**src/rtl/rotary_pkg.sv**
```systemverilog
`default_nettype none
// ----------------------------------------------------------------------------
// rotary_pkg : shared types and helpers for the rotary encoder front-end
// Rev 1.0
// ----------------------------------------------------------------------------
package rotary_pkg;

  localparam logic [2:0] C_ST_IDLE = 3'd0;
  localparam logic [2:0] C_ST_CW1  = 3'd1;
  localparam logic [2:0] C_ST_CW2  = 3'd2;
  localparam logic [2:0] C_ST_CW3  = 3'd3;
  localparam logic [2:0] C_ST_CCW1 = 3'd4;
  localparam logic [2:0] C_ST_CCW2 = 3'd5;
  localparam logic [2:0] C_ST_CCW3 = 3'd6;

  typedef enum logic [2:0] {
    ST_IDLE = C_ST_IDLE,
    ST_CW1  = C_ST_CW1,
    ST_CW2  = C_ST_CW2,
    ST_CW3  = C_ST_CW3,
    ST_CCW1 = C_ST_CCW1,
    ST_CCW2 = C_ST_CCW2,
    ST_CCW3 = C_ST_CCW3
  } rot_state_t;

  localparam logic [1:0] C_DETENT = 2'b11;

  // Accelerated step only for a repeat of the previous direction arriving quickly.
  function automatic logic accel_sel(input logic have_last, input logic same_dir,
                                     input logic fast);
    return have_last & same_dir & fast;
  endfunction

endpackage
`default_nettype wire

```
**src/rtl/rotary_debounce.sv**
```systemverilog
`default_nettype none
// ----------------------------------------------------------------------------
// rotary_debounce : 2-FF synchroniser plus counter debouncer for one idle-high pin
// Rev 1.0
// ----------------------------------------------------------------------------
module rotary_debounce #(
  parameter int DEB_CYCLES = 50000
) (
  input  logic clk,
  input  logic rst,
  input  logic i_raw,
  output logic o_stable
);

  localparam int CNT_W = (DEB_CYCLES > 1) ? $clog2(DEB_CYCLES) : 1;
  localparam logic [CNT_W-1:0] C_CNT_LAST = CNT_W'(DEB_CYCLES - 1);

  logic             r_s1;
  logic             r_s2;
  logic             r_stable;
  logic [CNT_W-1:0] r_cnt;

  always_ff @(posedge clk or negedge rst) begin
    if (!rst) begin
      r_s1     <= 1'b1;
      r_s2     <= 1'b1;
      r_stable <= 1'b1;
      r_cnt    <= '0;
    end else begin
      r_s1 <= i_raw;
      r_s2 <= r_s1;
      if (r_s2 == r_stable) begin
        r_cnt <= '0;
      end else if (r_cnt == C_CNT_LAST) begin
        r_stable <= r_s2;
        r_cnt    <= '0;
      end else begin
        r_cnt <= r_cnt + 1'b1;
      end
    end
  end

  assign o_stable = r_stable;

endmodule
`default_nettype wire

```
**src/rtl/rotary_input_decoder.sv**
```systemverilog
`default_nettype none
// ----------------------------------------------------------------------------
// rotary_input_decoder : debounced quadrature/switch decoder with wrapping counter
// Optional acceleration enabled by defining ROT_ACCEL_EN.  Rev 1.0
// ----------------------------------------------------------------------------
module rotary_input_decoder
  import rotary_pkg::*;
#(
  parameter int DEB_CYCLES  = 50000,
  parameter int POS_W       = 8,
  parameter int POS_MAX     = 59,
  parameter int FAST_CYCLES = 2500000,
  parameter int ACCEL_STEP  = 5
) (
  input  logic             clk,
  input  logic             rst,
  input  logic             iA,
  input  logic             iB,
  input  logic             SW,
  input  logic             i_pos_clr,
  output logic             o_cw,
  output logic             o_ccw,
  output logic             o_press,
  output logic             o_sw,
  output logic [POS_W-1:0] o_pos
);

  localparam int C_EXT_W = POS_W + 1;
  localparam logic [C_EXT_W-1:0] C_MOD = C_EXT_W'(POS_MAX + 1);

  if (ACCEL_STEP < 1 || ACCEL_STEP > POS_MAX || FAST_CYCLES < 1) begin : g_bad_param
    $error("rotary_input_decoder: ACCEL_STEP/FAST_CYCLES out of range");
  end

  logic       w_a;
  logic       w_b;
  logic       w_sw_st;
  logic [1:0] w_ab;

  rotary_debounce #(.DEB_CYCLES(DEB_CYCLES)) u_deb_a (
    .clk(clk), .rst(rst), .i_raw(iA), .o_stable(w_a));
  rotary_debounce #(.DEB_CYCLES(DEB_CYCLES)) u_deb_b (
    .clk(clk), .rst(rst), .i_raw(iB), .o_stable(w_b));
  rotary_debounce #(.DEB_CYCLES(DEB_CYCLES)) u_deb_sw (
    .clk(clk), .rst(rst), .i_raw(SW), .o_stable(w_sw_st));

  assign w_ab = {w_a, w_b};

  rot_state_t r_state;
  logic [1:0] r_ab_prev;
  logic       r_sw_prev;
  rot_state_t w_state_nxt;
  logic       w_cw_hit;
  logic       w_ccw_hit;

  // Any code pair not listed under a state is a two-bit jump and aborts the detent.
  always_comb begin
    w_state_nxt = r_state;
    w_cw_hit    = 1'b0;
    w_ccw_hit   = 1'b0;
    if (w_ab == C_DETENT) begin
      w_state_nxt = ST_IDLE;
      w_cw_hit    = (r_state == ST_CW3);
      w_ccw_hit   = (r_state == ST_CCW3);
    end else begin
      case (r_state)
        ST_IDLE: begin
          if (r_ab_prev == C_DETENT && w_ab == 2'b01)      w_state_nxt = ST_CW1;
          else if (r_ab_prev == C_DETENT && w_ab == 2'b10) w_state_nxt = ST_CCW1;
        end
        ST_CW1:  if (w_ab == 2'b00) w_state_nxt = ST_CW2;
                 else if (w_ab == 2'b10) w_state_nxt = ST_IDLE;
        ST_CW2:  if (w_ab == 2'b10) w_state_nxt = ST_CW3;
                 else if (w_ab == 2'b01) w_state_nxt = ST_CW1;
        ST_CW3:  if (w_ab == 2'b00) w_state_nxt = ST_CW2;
                 else if (w_ab == 2'b01) w_state_nxt = ST_IDLE;
        ST_CCW1: if (w_ab == 2'b00) w_state_nxt = ST_CCW2;
                 else if (w_ab == 2'b01) w_state_nxt = ST_IDLE;
        ST_CCW2: if (w_ab == 2'b01) w_state_nxt = ST_CCW3;
                 else if (w_ab == 2'b10) w_state_nxt = ST_CCW1;
        ST_CCW3: if (w_ab == 2'b00) w_state_nxt = ST_CCW2;
                 else if (w_ab == 2'b10) w_state_nxt = ST_IDLE;
        default: w_state_nxt = ST_IDLE;
      endcase
    end
  end

  logic [POS_W-1:0] w_step;

`ifdef ROT_ACCEL_EN
  localparam int GAP_W = $clog2(FAST_CYCLES + 1);
  localparam logic [GAP_W-1:0] C_GAP_SAT = GAP_W'(FAST_CYCLES);

  logic [GAP_W-1:0] r_gap;
  logic             r_have_last;
  logic             r_last_cw;

  assign w_step = accel_sel(r_have_last, r_last_cw == w_cw_hit, r_gap < C_GAP_SAT)
                  ? POS_W'(ACCEL_STEP) : POS_W'(1);

  always_ff @(posedge clk or negedge rst) begin
    if (!rst) begin
      r_gap       <= '0;
      r_have_last <= 1'b0;
      r_last_cw   <= 1'b0;
    end else if (w_cw_hit || w_ccw_hit) begin
      r_gap       <= '0;
      r_have_last <= 1'b1;
      r_last_cw   <= w_cw_hit;
    end else if (r_gap != C_GAP_SAT) begin
      r_gap <= r_gap + 1'b1;
    end
  end
`else
  assign w_step = POS_W'(1);
`endif

  logic [C_EXT_W-1:0] w_up_sum;
  logic [POS_W-1:0]   w_pos_up;
  logic [POS_W-1:0]   w_pos_dn;

  assign w_up_sum = {1'b0, o_pos} + {1'b0, w_step};
  assign w_pos_up = (w_up_sum >= C_MOD) ? POS_W'(w_up_sum - C_MOD) : POS_W'(w_up_sum);
  assign w_pos_dn = (o_pos < w_step) ? POS_W'({1'b0, o_pos} + C_MOD - {1'b0, w_step})
                                     : (o_pos - w_step);

  always_ff @(posedge clk or negedge rst) begin
    if (!rst) begin
      r_state   <= ST_IDLE;
      r_ab_prev <= C_DETENT;
      r_sw_prev <= 1'b1;
      o_cw      <= 1'b0;
      o_ccw     <= 1'b0;
      o_press   <= 1'b0;
      o_sw      <= 1'b0;
      o_pos     <= '0;
    end else begin
      r_state   <= w_state_nxt;
      r_ab_prev <= w_ab;
      r_sw_prev <= w_sw_st;
      o_cw      <= w_cw_hit;
      o_ccw     <= w_ccw_hit;
      o_press   <= r_sw_prev & ~w_sw_st;
      o_sw      <= ~w_sw_st;
      if (i_pos_clr)      o_pos <= '0;
      else if (w_cw_hit)  o_pos <= w_pos_up;
      else if (w_ccw_hit) o_pos <= w_pos_dn;
    end
  end

endmodule
`default_nettype wire

```
**config.mk**
```make
export PLATFORM = sky130hd
export DESIGN_NAME = rotary_input_decoder
export DESIGN_NICKNAME = d
export VERILOG_FILES = /design/src/rtl/rotary_pkg.sv /design/src/rtl/rotary_debounce.sv /design/src/rtl/rotary_input_decoder.sv
export SDC_FILE = /design/constraint.sdc
export NUM_CORES = 1
export LEC_CHECK = 0
export CELL_PAD_IN_SITES_DETAIL_PLACEMENT = 0
export CELL_PAD_IN_SITES_GLOBAL_PLACEMENT = 1
export CORE_MARGIN = 4
export CORE_UTILIZATION = 48
export DETAILED_ROUTE_END_ITERATION = 6
export PLACE_DENSITY = 0.81
export SYNTH_ARGS = -nofsm -noshare
export SYNTH_HDL_FRONTEND = slang
export SYNTH_SLANG_ARGS = --single-unit
```
**constraint.sdc**
```tcl
create_clock -name clk -period 3 [get_ports clk]
set_input_delay 0.6 -clock clk [delete_from_list [all_inputs] [get_ports clk]]
set_output_delay 0.6 -clock clk [all_outputs]
set_load 0.02 [all_outputs]
```
==> flow_summary_export.csv <==
group,metric,value,unit
outcome,status,"finished, final reports clean",
final_layout,nNetsFinal,433,
placed_design,hpwl,5.05,mm
final_layout,utilization,53.8,%
global_routing,grt_max_degree,76,
timing,fin_crit_sh,84.2,%
routing,wirelength,7.48,mm
final_layout,diodes,0,
routing,post_drt_wl_per_cell,14.1,um
routing,dr_total_vias,2883,
synth,synth_area,4030,um^2
timing,fin_skew,0.00919,ns
power,leakage,0.00189,uW
synth,synth_edf_count,0,
timing,setup_viol,0,
clock_network,numCtsBuffers,9,
routing,drtPass1Iterations,4,
synth,yosys-top-cells-area,"dfrtp_1 (39%), dfstp_2 (7.8%), xor2_1 (6.5%)",
timing,fin_setup_tns,0,ns
power,seqPwrFrac,58.5,%
critical_path,critPathMaxFanout,12,
min_path,hold_path_class,"in2async",
final_layout,area_growth,9.13,%
synth,synth-main-ff-cell,"dfrtp_1",
floorplanning,die_w,99.6,um
floorplanning,die-area,9920,um^2
timing,fmax,0.396,GHz
clock_network,worstSkewPairLatency,0.34,ns
synth,yosys_warnings,0,
clock_network,path_clk_slew,0.09,ns
timing,max_slew.worst_pin.slew,0.914,ns
global_routing,grt_pass1_wl,13.0,mm
final_layout,drive_above_1_share,11.5,%
placed_design,io_buffers,17,
power,intPower,1340,uW
floorplanning,start_util,49.3,%
power,ir_worst_vdd,323,uV
power,swShare,24.2,%
global_routing,grt.overflow.total,0,
routing,drc,0,
synth,syn-num-nets,420,
routing,ant_nets,0,
critical_path,crit_required,3.22,ns
critical_path,crit_type,"reg2reg",
final_layout,num-fill-cells,747,
final_layout,final_cell_mix,"nor2_1 (69), dfrtp_1 (63), nand2_1 (31), xor2_1 (30), xnor2_1 (25)",
synth,postSynthCellCount,407,
global_routing,grt_usage,16.2,%
synth,ys_seq_area_share,47.0,%
run,cap_violations,0,
clock_network,holdBufCountCts,0,
timing,final_max_slew_viol_count,0,
floorplanning,io_pins,18,
clock_network,cts-htree-levels,3,
global_routing,antenna_found_initial,0,
synth,synth_top_area_cell,"dfrtp_1",
synth,async_flop_share,100,%
floorplanning,die_height,99.6,um
synth,syn_avg_cell_area,9.90,um^2
critical_path,endpoint_kind,"register",
power,p_switching,429,uW
clock_network,clockBufferDepth,2,
placed_design,gp_congestion,0.828,
clock_network,cts_sinks,75,
timing,hold_viol,0,
routing,drt-initial-drc-count,101,
final_layout,seq_area,1890,um^2
timing,slew_headroom,39.1,%
routing,viasPerCell,5.44,
final_layout,multi_input_area,1980,um^2
clock_network,cts_tree,"built",
clock_network,cts-resized-gates,0,
power,powerDensity,403,nW/um^2
critical_path,cp.arrival,2.74,ns
critical_path,start_kind,"register",
timing,rsz0062_at_grt,"no",
clock_network,cts-root-buf,"clkbuf_8",
timing,fin_hold_ws,0.355,ns
clock_network,post-cts-setup-buffers,0,
global_routing,grt_pass1_vias,2806,
timing,period_needed,2.53,ns
floorplanning,rows,33,
synth,synth.top_cell.area_share,39.1,%
floorplanning,design.core.area,8180,um^2
final_layout,final_common_cell,"nor2_1",
synth,ys_ff_latch,75,
power,p_clk_share,38.5,%
power,share_comb_of_total_power,3.0,%
synth,synth.distinct_cells,64,
## worst max-delay path: stages, from the launching register on
cell and delay [ns]:
dfrtp_1 0.56, ha_1 0.38, xor2_1 0.26, ha_1 0.27
nand2_1 0.11, a211oi_4 0.23, nor4b_4 0.08, and4b_1 0.21
or3_1 0.29
## Yosys cell counts (all sizes together) (9+ instances only)
master / n
nand2: 32
nand4: 11
xnor2: 26
nand3: 21
nor2: 69
a21oi: 10
inv: 9
dfrtp: 63
o21ai: 9
and3: 14
dfstp: 12
xor2: 30
buf: 10
## path summary, 6_finish.rpt
path / slack [ns] / cells past startpoint / startpoint / endpoint
min in group clk: 0.36 / 0 / u_deb_b.r_s1 / u_deb_b.r_s2
setup reg to reg: 0.47 / 8 / o_pos[0] / o_pos[2]
setup / recovery: 0.47 / 8 / o_pos[0] / o_pos[2]
max in group asynchronous: 2.02 / 1 / rst / u_deb_sw.r_cnt[11]
hold / removal: 0.36 / 1 / rst / o_pos[7]
hold reg to reg: 0.36 / 0 / u_deb_b.r_s1 / u_deb_b.r_s2
## area by class of cell
class                   count  share of cell area [%]
clock buffers               9                    2.82
clock inverters             7                   0.996
flip-flops and latches     75                    43.0
inverters                  10                   0.854
repair buffers             19                    4.16
multi-input cells         305                    45.1
well taps                 105                    2.99
## per-stage QoR
stage                     setup WS (ns)  total power [uW]  cell area (um^2)  instances
after floorplan                   0.668              1080              4030        407
after global placement            0.584              1110              4230        514
after detailed placement          0.506              1110              4230        514
after CTS                         0.475              1800              4400        530
after global routing              0.284              1860              4400        530
final                             0.474              1770              4400        530
## sequential cells by signal, indices dropped and copies added (netlist names), 2 cells and up
signal	flops
u_deb_b.r_cnt	16
o_pos	8
r_state	3
r_ab_prev	2
u_deb_sw.r_cnt	16
u_deb_a.r_cnt	16
## power by group through the flow
stage	Combinational [uW]	Sequential (uW)	Clock, uW
5_1_grt	62.8	1040	755
2_1_floorplan	24.6	1050	0
4_1_cts	56.7	1040	708
6_report	53.3	1040	681
3_3_place_gp	55.3	1050	0
3_5_place_dp	56.4	1060	0
## per-layer routing
metal	vias up	track usage [%]	part of all wire (%)
met5	-	0	0
met1	1391	22.2	48
li1	1424	-	-
met2	62	25.6	47
met4	0	5.15	0.55
met3	6	3.79	4.4
## cells by family (layout without fill, tap and decap cells)
kind of cell    after synthesis  count (layout)  synth area share [%]
compound gates               44              44                  7.89
mux                           6               6                  1.58
fa+ha+maj                     7               7                  2.17
flops                        75              75                  47.0
simple gates                192             192                  25.0
xor+xnor                     56              56                  12.6
buf+inv                      27              45                  3.76
(Power assumes the default switching activity.)
